`src/rtl/alu_pkg.sv`:
```
// Shared definitions for the EXE-stage ALU: datapath width and the
// exec_cmd operation encodings. Aliases (CMP/TST/LDR/STR) share the
// encoding of the operation they reuse.
package alu_pkg;

    localparam int WIDTH = 32;

    typedef enum logic [3:0] {
        CMD_NOP = 4'b0000,
        CMD_MOV = 4'b0001,
        CMD_ADD = 4'b0010,
        CMD_ADC = 4'b0011,
        CMD_SUB = 4'b0100,
        CMD_SBC = 4'b0101,
        CMD_AND = 4'b0110,
        CMD_ORR = 4'b0111,
        CMD_EOR = 4'b1000,
        CMD_MVN = 4'b1001
    } exec_cmd_e;

    localparam logic [3:0] CMD_CMP = CMD_SUB;
    localparam logic [3:0] CMD_TST = CMD_AND;
    localparam logic [3:0] CMD_LDR = CMD_ADD;
    localparam logic [3:0] CMD_STR = CMD_ADD;

endpackage

```
`src/rtl/alu_if.sv`:
```
// Operand/result bundle between the EXE-stage driver and the ALU.
//   master : drives val1, val2, exec_cmd, carry_in; observes alu_res, status
//   slave  : the ALU side (consumes operands, produces registered results)
interface alu_if;
    import alu_pkg::*;

    logic [WIDTH-1:0] val1;
    logic [WIDTH-1:0] val2;
    logic [3:0]       exec_cmd;
    logic             carry_in;
    logic [WIDTH-1:0] alu_res;
    logic [3:0]       status;

    modport master (
        output val1, val2, exec_cmd, carry_in,
        input  alu_res, status
    );

    modport slave (
        input  val1, val2, exec_cmd, carry_in,
        output alu_res, status
    );

endinterface

```
`src/rtl/alu_core.sv`:
```
// Combinational ALU datapath: result and {N,Z,C,V} flags for exec_cmd.
//   val1, val2  operands (val2 = shifter output)
//   exec_cmd    operation select
//   carry_in    current C flag (ADC/SBC only)
//   res, flags  combinational result and {N,Z,C,V}
module alu_core
    import alu_pkg::*;
(
    input  logic [WIDTH-1:0] val1,
    input  logic [WIDTH-1:0] val2,
    input  logic [3:0]       exec_cmd,
    input  logic             carry_in,
    output logic [WIDTH-1:0] res,
    output logic [3:0]       flags
);

    logic [WIDTH:0]   sum;
    logic [WIDTH-1:0] addend;
    logic             cin;
    logic             is_add;
    logic             is_sub;
    logic             valid;
    logic             c_flag;
    logic             v_flag;

    // Subtraction runs through the same adder as val1 + ~val2 + cin, so the
    // carry out is directly ARM's NOT-borrow.
    always_comb begin
        is_add = (exec_cmd == CMD_ADD) || (exec_cmd == CMD_ADC);
        is_sub = (exec_cmd == CMD_SUB) || (exec_cmd == CMD_SBC);
        addend = is_sub ? ~val2 : val2;
        case (exec_cmd)
            CMD_ADC: cin = carry_in;
            CMD_SUB: cin = 1'b1;
            CMD_SBC: cin = carry_in;
            default: cin = 1'b0;
        endcase
        sum = {1'b0, val1} + {1'b0, addend} + {{WIDTH{1'b0}}, cin};
    end

    always_comb begin
        res   = '0;
        valid = 1'b1;
        case (exec_cmd)
            CMD_MOV: res = val2;
            CMD_MVN: res = ~val2;
            CMD_ADD,
            CMD_ADC,
            CMD_SUB,
            CMD_SBC: res = sum[WIDTH-1:0];
            CMD_AND: res = val1 & val2;
            CMD_ORR: res = val1 | val2;
            CMD_EOR: res = val1 ^ val2;
            default: valid = 1'b0;
        endcase
    end

    // Using the inverted addend makes the subtract overflow rule identical
    // to the add rule: operand signs equal, result sign differs.
    always_comb begin
        c_flag = (is_add || is_sub) && sum[WIDTH];
        v_flag = (is_add || is_sub)
                 && (val1[WIDTH-1] == addend[WIDTH-1])
                 && (res[WIDTH-1] != val1[WIDTH-1]);
        if (valid)
            flags = {res[WIDTH-1], (res == '0), c_flag, v_flag};
        else
            flags = 4'b0000;
    end

endmodule

```
`src/rtl/alu.sv`:
```
// EXE-stage ALU with registered outputs (one clock of latency).
//   clk  rising-edge clock
//   rst  asynchronous active-high reset; clears alu_res and status
//   bus  alu_if.slave: val1, val2, exec_cmd, carry_in in; alu_res, status out
module alu
    import alu_pkg::*;
(
    input  logic clk,
    input  logic rst,
    alu_if.slave bus
);

    logic [WIDTH-1:0] core_res;
    logic [3:0]       core_flags;

    alu_core u_core (
        .val1     (bus.val1),
        .val2     (bus.val2),
        .exec_cmd (bus.exec_cmd),
        .carry_in (bus.carry_in),
        .res      (core_res),
        .flags    (core_flags)
    );

    always_ff @(posedge clk or posedge rst) begin
        if (rst) begin
            bus.alu_res <= '0;
            bus.status  <= 4'b0000;
        end else begin
            bus.alu_res <= core_res;
            bus.status  <= core_flags;
        end
    end

endmodule

```
`src/flat_wrapper.sv`:
```
// flat-port wrapper written by rule: the top's interface ports become plain ports
module alu_flat import alu_pkg::*;
  (clk, rst, bus_val1, bus_val2, bus_exec_cmd, bus_carry_in, bus_alu_res, bus_status);
  alu_if bus_i ();
  input  logic clk;
  input  logic rst;
  input wire logic [$bits(bus_i.val1)-1:0] bus_val1;
  input wire logic [$bits(bus_i.val2)-1:0] bus_val2;
  input wire logic [$bits(bus_i.exec_cmd)-1:0] bus_exec_cmd;
  input wire logic [$bits(bus_i.carry_in)-1:0] bus_carry_in;
  output wire logic [$bits(bus_i.alu_res)-1:0] bus_alu_res;
  output wire logic [$bits(bus_i.status)-1:0] bus_status;
  assign bus_i.val1 = bus_val1;
  assign bus_i.val2 = bus_val2;
  assign bus_i.exec_cmd = bus_exec_cmd;
  assign bus_i.carry_in = bus_carry_in;
  assign bus_alu_res = bus_i.alu_res;
  assign bus_status = bus_i.status;
  alu u_core (.clk(clk), .rst(rst), .bus(bus_i));
endmodule
```
`config.mk`:
```
export PLATFORM = sky130hd
export DESIGN_NAME = alu_flat
export DESIGN_NICKNAME = d
export VERILOG_FILES = /design/src/rtl/alu_pkg.sv /design/src/rtl/alu_if.sv /design/src/rtl/alu_core.sv /design/src/rtl/alu.sv /design/src/flat_wrapper.sv
export SDC_FILE = /design/constraint.sdc
export NUM_CORES = 1
export LEC_CHECK = 0
export ABC_AREA = 1
export BUFFER_PORTS_ARGS = -buffer_cell sky130_fd_sc_hd__buf_2
export CAP_MARGIN = 40
export CORE_MARGIN = 1
export CORE_UTILIZATION = 45
export CTS_BUF_LIST = sky130_fd_sc_hd__clkbuf_16
export DETAILED_ROUTE_END_ITERATION = 12
export PLACE_DENSITY_LB_ADDON = 0.2
export SKIP_LAST_GASP = 1
export SYNTH_ARGS = -nofsm -noshare
export SYNTH_HDL_FRONTEND = slang
export SYNTH_HIERARCHICAL = 1
export SYNTH_SLANG_ARGS = --single-unit
```
`constraint.sdc`:
```
create_clock -name clk -period 1 [get_ports clk]
set_input_delay 0.1 -clock clk [delete_from_list [all_inputs] [get_ports clk]]
set_output_delay 0.1 -clock clk [all_outputs]
set_load 0.01 [all_outputs]
```
== Yosys cells after proc, flatten, opt, wreduce, memory -nomap -nowiden ==
Cells that the tools add are included.
Word-level totals
  bits in registers: 36
  bits of input ports: 71
Cells by class
  $add $sub $neg: 2
  equality and inequality tests: 11
  multiplexer cells: 5
  bitwise gates (word level): 4
  reduce and logical (&&, ||, !) cells: 10
Operators by type and width (number)
  case mux 32 bit (6 select lines): 1
  adder 32 x 32 -> 33 bit: 1
  adder 33 x 1 -> 33 bit: 1
  AND 32 bit: 1
  zero test 32 bit: 1
  two-way mux 32 bit: 1
  inverter 32 bit: 1
  bitwise OR 32 bit: 1
  XOR 32 bit: 1
  == test 4 x 3 -> 1 bit, second input constant: 4
  OR reduction 9 bit: 1
  == test 4 x 2 -> 1 bit, second input constant: 2
  == test 4 bit, second input constant: 2
  == test 4 x 1 -> 1 bit, second input constant: 1
  two-way mux 4 bit: 1
  OR reduction 4 bit: 1
  logical AND 1 bit: 3
  logical OR 1 bit: 3
  case mux 1 bit (2 select lines): 1
  OR reduction 2 bit: 1
  == test 1 bit: 1
  two-way mux 1 bit: 1
  inequality test 1 bit: 1

== Logic depth before layout (Yosys ltp) ==
  depth after elaboration: 9
  mapped depth: 26
  mapped depth without buffers: 24

== Modules after synthesis ==
The synthesis kept the hierarchy.
By module, submodules not included
  alu_core: times used 1, cells each 933, area an instance 4981.0 um^2, sequential area each 0.0 um^2
  alu: times used 1, cells each 37, area an instance 904.6 um^2, sequential area each 900.9 um^2

== Least setup slack after synthesis ==
OpenSTA, ideal clock, no wires.
  kind: input to register
  start point: in bus_exec_cmd[2]
  end point: reg u_core.bus.status[2]
  library setup time: 0.071 ns
  arrival: 2.820 ns
  setup slack: -1.891 ns
  stages: 22
  path through: inv_2 nor2_2 nand2_2 buf_1 xor2_1 fa_1 fa_1 nand2_1 nand2_1 nand3_1 nand2_1 nand2_1 nand2_1 nand2_1 nand3b_1 nand3_1 nand2_1 nor2_1 nand2_1 nor2_1 nand3_1 nor2_1
Between the ends
  longest elaborated chain between the ends: 8
  elaborated cells between the ends (all ways): 21
  classes of those cells: add/sub (2); eq/ne (9); mux (5); reduce/logical (5)
Ends and longest elaborated chain
  start: declaration: RTL line flat_wrapper.sv:9  | input wire logic [$bits(bus_i.exec_cmd)-1:0] bus_exec_cmd;
  == test 4 x 3 -> 1 bit: RTL line alu_core.sv:30, alu_core.sv:32, alu_core.sv:44
  logical OR 1 bit: RTL line alu_core.sv:30  | is_sub = (exec_cmd == CMD_SUB) || (exec_cmd == CMD_SBC);
  two-way mux 32 bit: RTL line alu_core.sv:31  | addend = is_sub ? ~val2 : val2;
  adder 32 x 32 -> 33 bit: RTL line alu_core.sv:38  | sum = {1'b0, val1} + {1'b0, addend} + {{WIDTH{1'b0}}, cin};
  adder 33 x 1 -> 33 bit: RTL line alu_core.sv:38
  case mux 32 bit (6 select lines) *: RTL line alu_core.sv:44  | case (exec_cmd)
  named net u_core.core_res[18]: RTL line alu.sv:13  | logic [WIDTH-1:0] core_res;
  zero test 32 bit *: RTL line alu_core.sv:66  | flags = {res[WIDTH-1], (res == '0), c_flag, v_flag};
  two-way mux 4 bit *: RTL line alu_core.sv:65  | if (valid)
  named net u_core.core_flags[2]: RTL line alu.sv:14  | logic [3:0] core_flags;
  end signal: assignment: RTL line alu.sv:31  | bus.status <= core_flags;
  end: declaration: RTL line alu_if.sv:21  | output alu_res, status
The timed path passes the listed nets; every way through them passes the cells marked *.

== Worst setup path in the final report ==
Ends and elaborated chain as after synthesis.

==> results.md <==
* Status: complete, but fails checks
* Violated checks: negative setup slack
* Drt pass-1 iters at 6
* Antenna-violating nets left at 0
* CTS Buf Count at 5
* Placed Instances at 1455
* Worst-Margin Slew at about 0.58 ns
* Worst hold slack at between 0.2 and 0.25 ns
* Vias at about 7.5k
* Vias in the first global route at ~6.8k
* Antenna violations before repair at 0
* Mapped Cells at 970
* Chip Width at roughly 120 um
* PortBufs at approximately 110
* Drt wl/cell at between 10 and 15 um
* Area grow syn2layout at 56.4%
* N_diodes at 0
* Fin crit share at 2.57
* PwrDens at 941 nW/um^2
* Design Area, Final at 9210 sq um
* Clock Tree Root: clkbuf_16
* Core area at 12700 sq um
* Total number of yosys warnings at 6
* HPWL Detailed at around 16000 um
* Syn nets at roughly 1.1k
* Setup violators final at 36
* Slowest stage delay, CP at about 0.32 ns
* Commonest non-fill, non-tap cells in the layout: nand2_1 (245), buf_4 (238), inv_1 (159)
* CP Max Fanout at 11
* Max-slew headroom at 0.614
* HP Start: bus_val2[31]
* Total track usage at 0.301
* Crit end category: flip-flop
* Flops & latches, synth at 36
* Wirelength, routed at between 20000 and 25000 um
* Synthesized area at 5890 sq um
* Critical path class: input pin to flip-flop
* Std-Cell Rows at 41
* Worst setup SP type: input pin
* Clock Pin Slew Worst Setup and Hold Paths at 0.06 ns
* CTS tree: yes
* Overflow after GRT at 0
* Synth cell types at 37
* Area of placed instances at 8370 sq um
* First-pass GRT wire length at around 32000 um
* EDFF count, synth at 0
* Register area share after synthesis at 0.153
* Share of cells above drive strength 1 at 0.380
* Max cap viols at 0
* Via density at 5.03
* Leak at 5.26 nW
* Critical Path AT at approximately 2.8 ns
* Largest net degree at the start of global routing at 37
* Fin crit period at between 2 and 3 ns
* Type of the worst min-delay path: input pin to flip-flop
* CTS Buffer Depth at 2
* Max-slew violations at 0
* H-Tree Depth at 2
* RSZ-0062 raised after global routing: yes
* Finished Layout Cells at 1485
* Ys async rst share at 1.00
* Chip height at 116 um
* Worst vdd ir at roughly 0.66 mV
* Endpoints failing hold at 0
* # nets final at between 1k and 1.5k
* Critical Path, Cell by Cell: buf_12 > inv_12 > nor2_4 > nand2_4 > buf_12 > xor2_1 > ha_1 > buf_4 > nand2_1 > inv_1 > nand2_1 > nand2_1 > buf_4 > a21oi_4 > nor2_1 > nor2_1 > nand3b_1 > nand3_2 > nand2_1 > nor2_1 > nand2_1 > inv_1 > nand3_1 > nor2_1
* Avg Inst Size Synth at between 6 and 7 sq um
* Routability congestion estimate at 0.980
* DIE AREA at roughly 14000 sq um
* Initial Utilization at 0.465
* Most common cell after layout, fill and taps aside: nand2_1
* Sink Count at 36
* Final WS setup at -1.57 ns
* Crit path required time at around 1.2 ns
* Residual DRC count at 0
* DR iter-0 viols at approximately 600
* Most frequent CP cell: nand2_1
* Fmax at 389 MHz
* Finished Core Util at 0.727
* Hold depth at 4
* Slowest-stage cell, CP: ha_1
* Hold Path End: u_core/bus.status[3]
* Number of I/O pins at roughly 110
* Ys flop type: dfrtp_1
sequential cells by signal, indices dropped and copies added (netlist names):
register	flops
u_core/bus.status	4
u_core/bus.alu_res	32
layer usage:
layer  vias to the layer above  GRT usage  wire length (um)  share of wire
met2                       315      0.492              9120           0.45
li1                       3746          -                 -              -
met5                         -          0                 0              0
met3                        38     0.0436              1670          0.082
met4                         0     0.0880               442          0.022
met1                      3373      0.409              8990           0.44
how the worst max path moves through the flow:
stage               cells past startpoint              endpoint            start
finish                                 24  u_core/bus.status[2]  bus_exec_cmd[2]
global route                           24  u_core/bus.status[2]  bus_exec_cmd[2]
CTS                                    21  u_core/bus.status[2]  bus_exec_cmd[2]
detailed placement                     21  u_core/bus.status[2]  bus_exec_cmd[2]
global placement                       20  u_core/bus.status[0]  bus_exec_cmd[2]
floorplan                              25  u_core/bus.status[2]  bus_exec_cmd[2]
final cells by class:
class | instances | area (sq um)
Inverter | 170 | 651
Clock inverter | 3 | 42.5
Timing Repair Buffer | 355 | 2510
Multi-Input combinational cell | 744 | 4760
Fill cell | 1013 | 3460
Sequential cell | 36 | 901
Tap cell | 172 | 215
Clock buffer | 5 | 125
synthesized netlist by cell type, drive strengths merged (4+ instances only):
| cell type | count | area, sq um |
|---|---|---|
| nand3b | 11 | 82.6 |
| a21oi | 38 | 190 |
| nand3 | 72 | 360 |
| o21ai | 64 | 320 |
| nor3 | 10 | 50.1 |
| ha | 95 | 1190 |
| a211oi | 14 | 105 |
| inv | 168 | 631 |
| xor2 | 34 | 298 |
| dfrtp | 36 | 901 |
| nand2 | 296 | 1120 |
| clkbuf | 6 | 22.5 |
| nor2 | 84 | 318 |
| buf | 14 | 85.1 |
| o211ai | 4 | 30.0 |
| nand4 | 5 | 31.3 |
stage by stage:
stage,TNS [ns],power [mW],setup WS (ns)
2_1_floorplan,-38.50,3.98,-1.61
3_3_place_gp,-52.24,6.08,-1.91
3_5_place_dp,-53.59,6.14,-1.96
4_1_cts,-36.84,8.27,-1.45
5_1_grt,-43.20,9.25,-1.72
6_report,-38.94,8.66,-1.57
logic make-up (layout without fill, tap and decap cells):
group                    after synthesis  count (layout)  synth area share
XOR/XNOR                              34              34            0.0506
AO/OA/AOI/OAI                        126             126             0.118
AND/OR/NAND/NOR                      487             487             0.343
flip-flops                            36              36             0.153
adder cells (fa/ha/maj)               97              97             0.209
buffers and inverters                190             533             0.127
worst max-delay path: cells and delay by family:
| kind | cells | cell delay (ns) |
|---|---|---|
| adder cells (fa/ha/maj) | 1 | 0.32 |
| AND/OR/NAND/NOR | 14 | 1.33 |
| AO/OA/AOI/OAI | 1 | 0.14 |
| XOR/XNOR | 1 | 0.14 |
| buffers and inverters | 7 | 0.74 |
power breakdown:
group | switching (mW) | internal, mW
logic | 2.81 | 2.37
registers | 0.0372 | 1.65
clock network | 0.624 | 1.17
total | 3.47 | 5.19
repair_timing:
action	in CTS	in global routing
hold buffers	1	0
pin swaps	43	33
buffers inserted	16	11
resized for setup	84	61
endpoints found under the setup margin	36	36
endpoints found under the hold margin	36	0
Note: power is estimated with default switching activity, not from simulation.
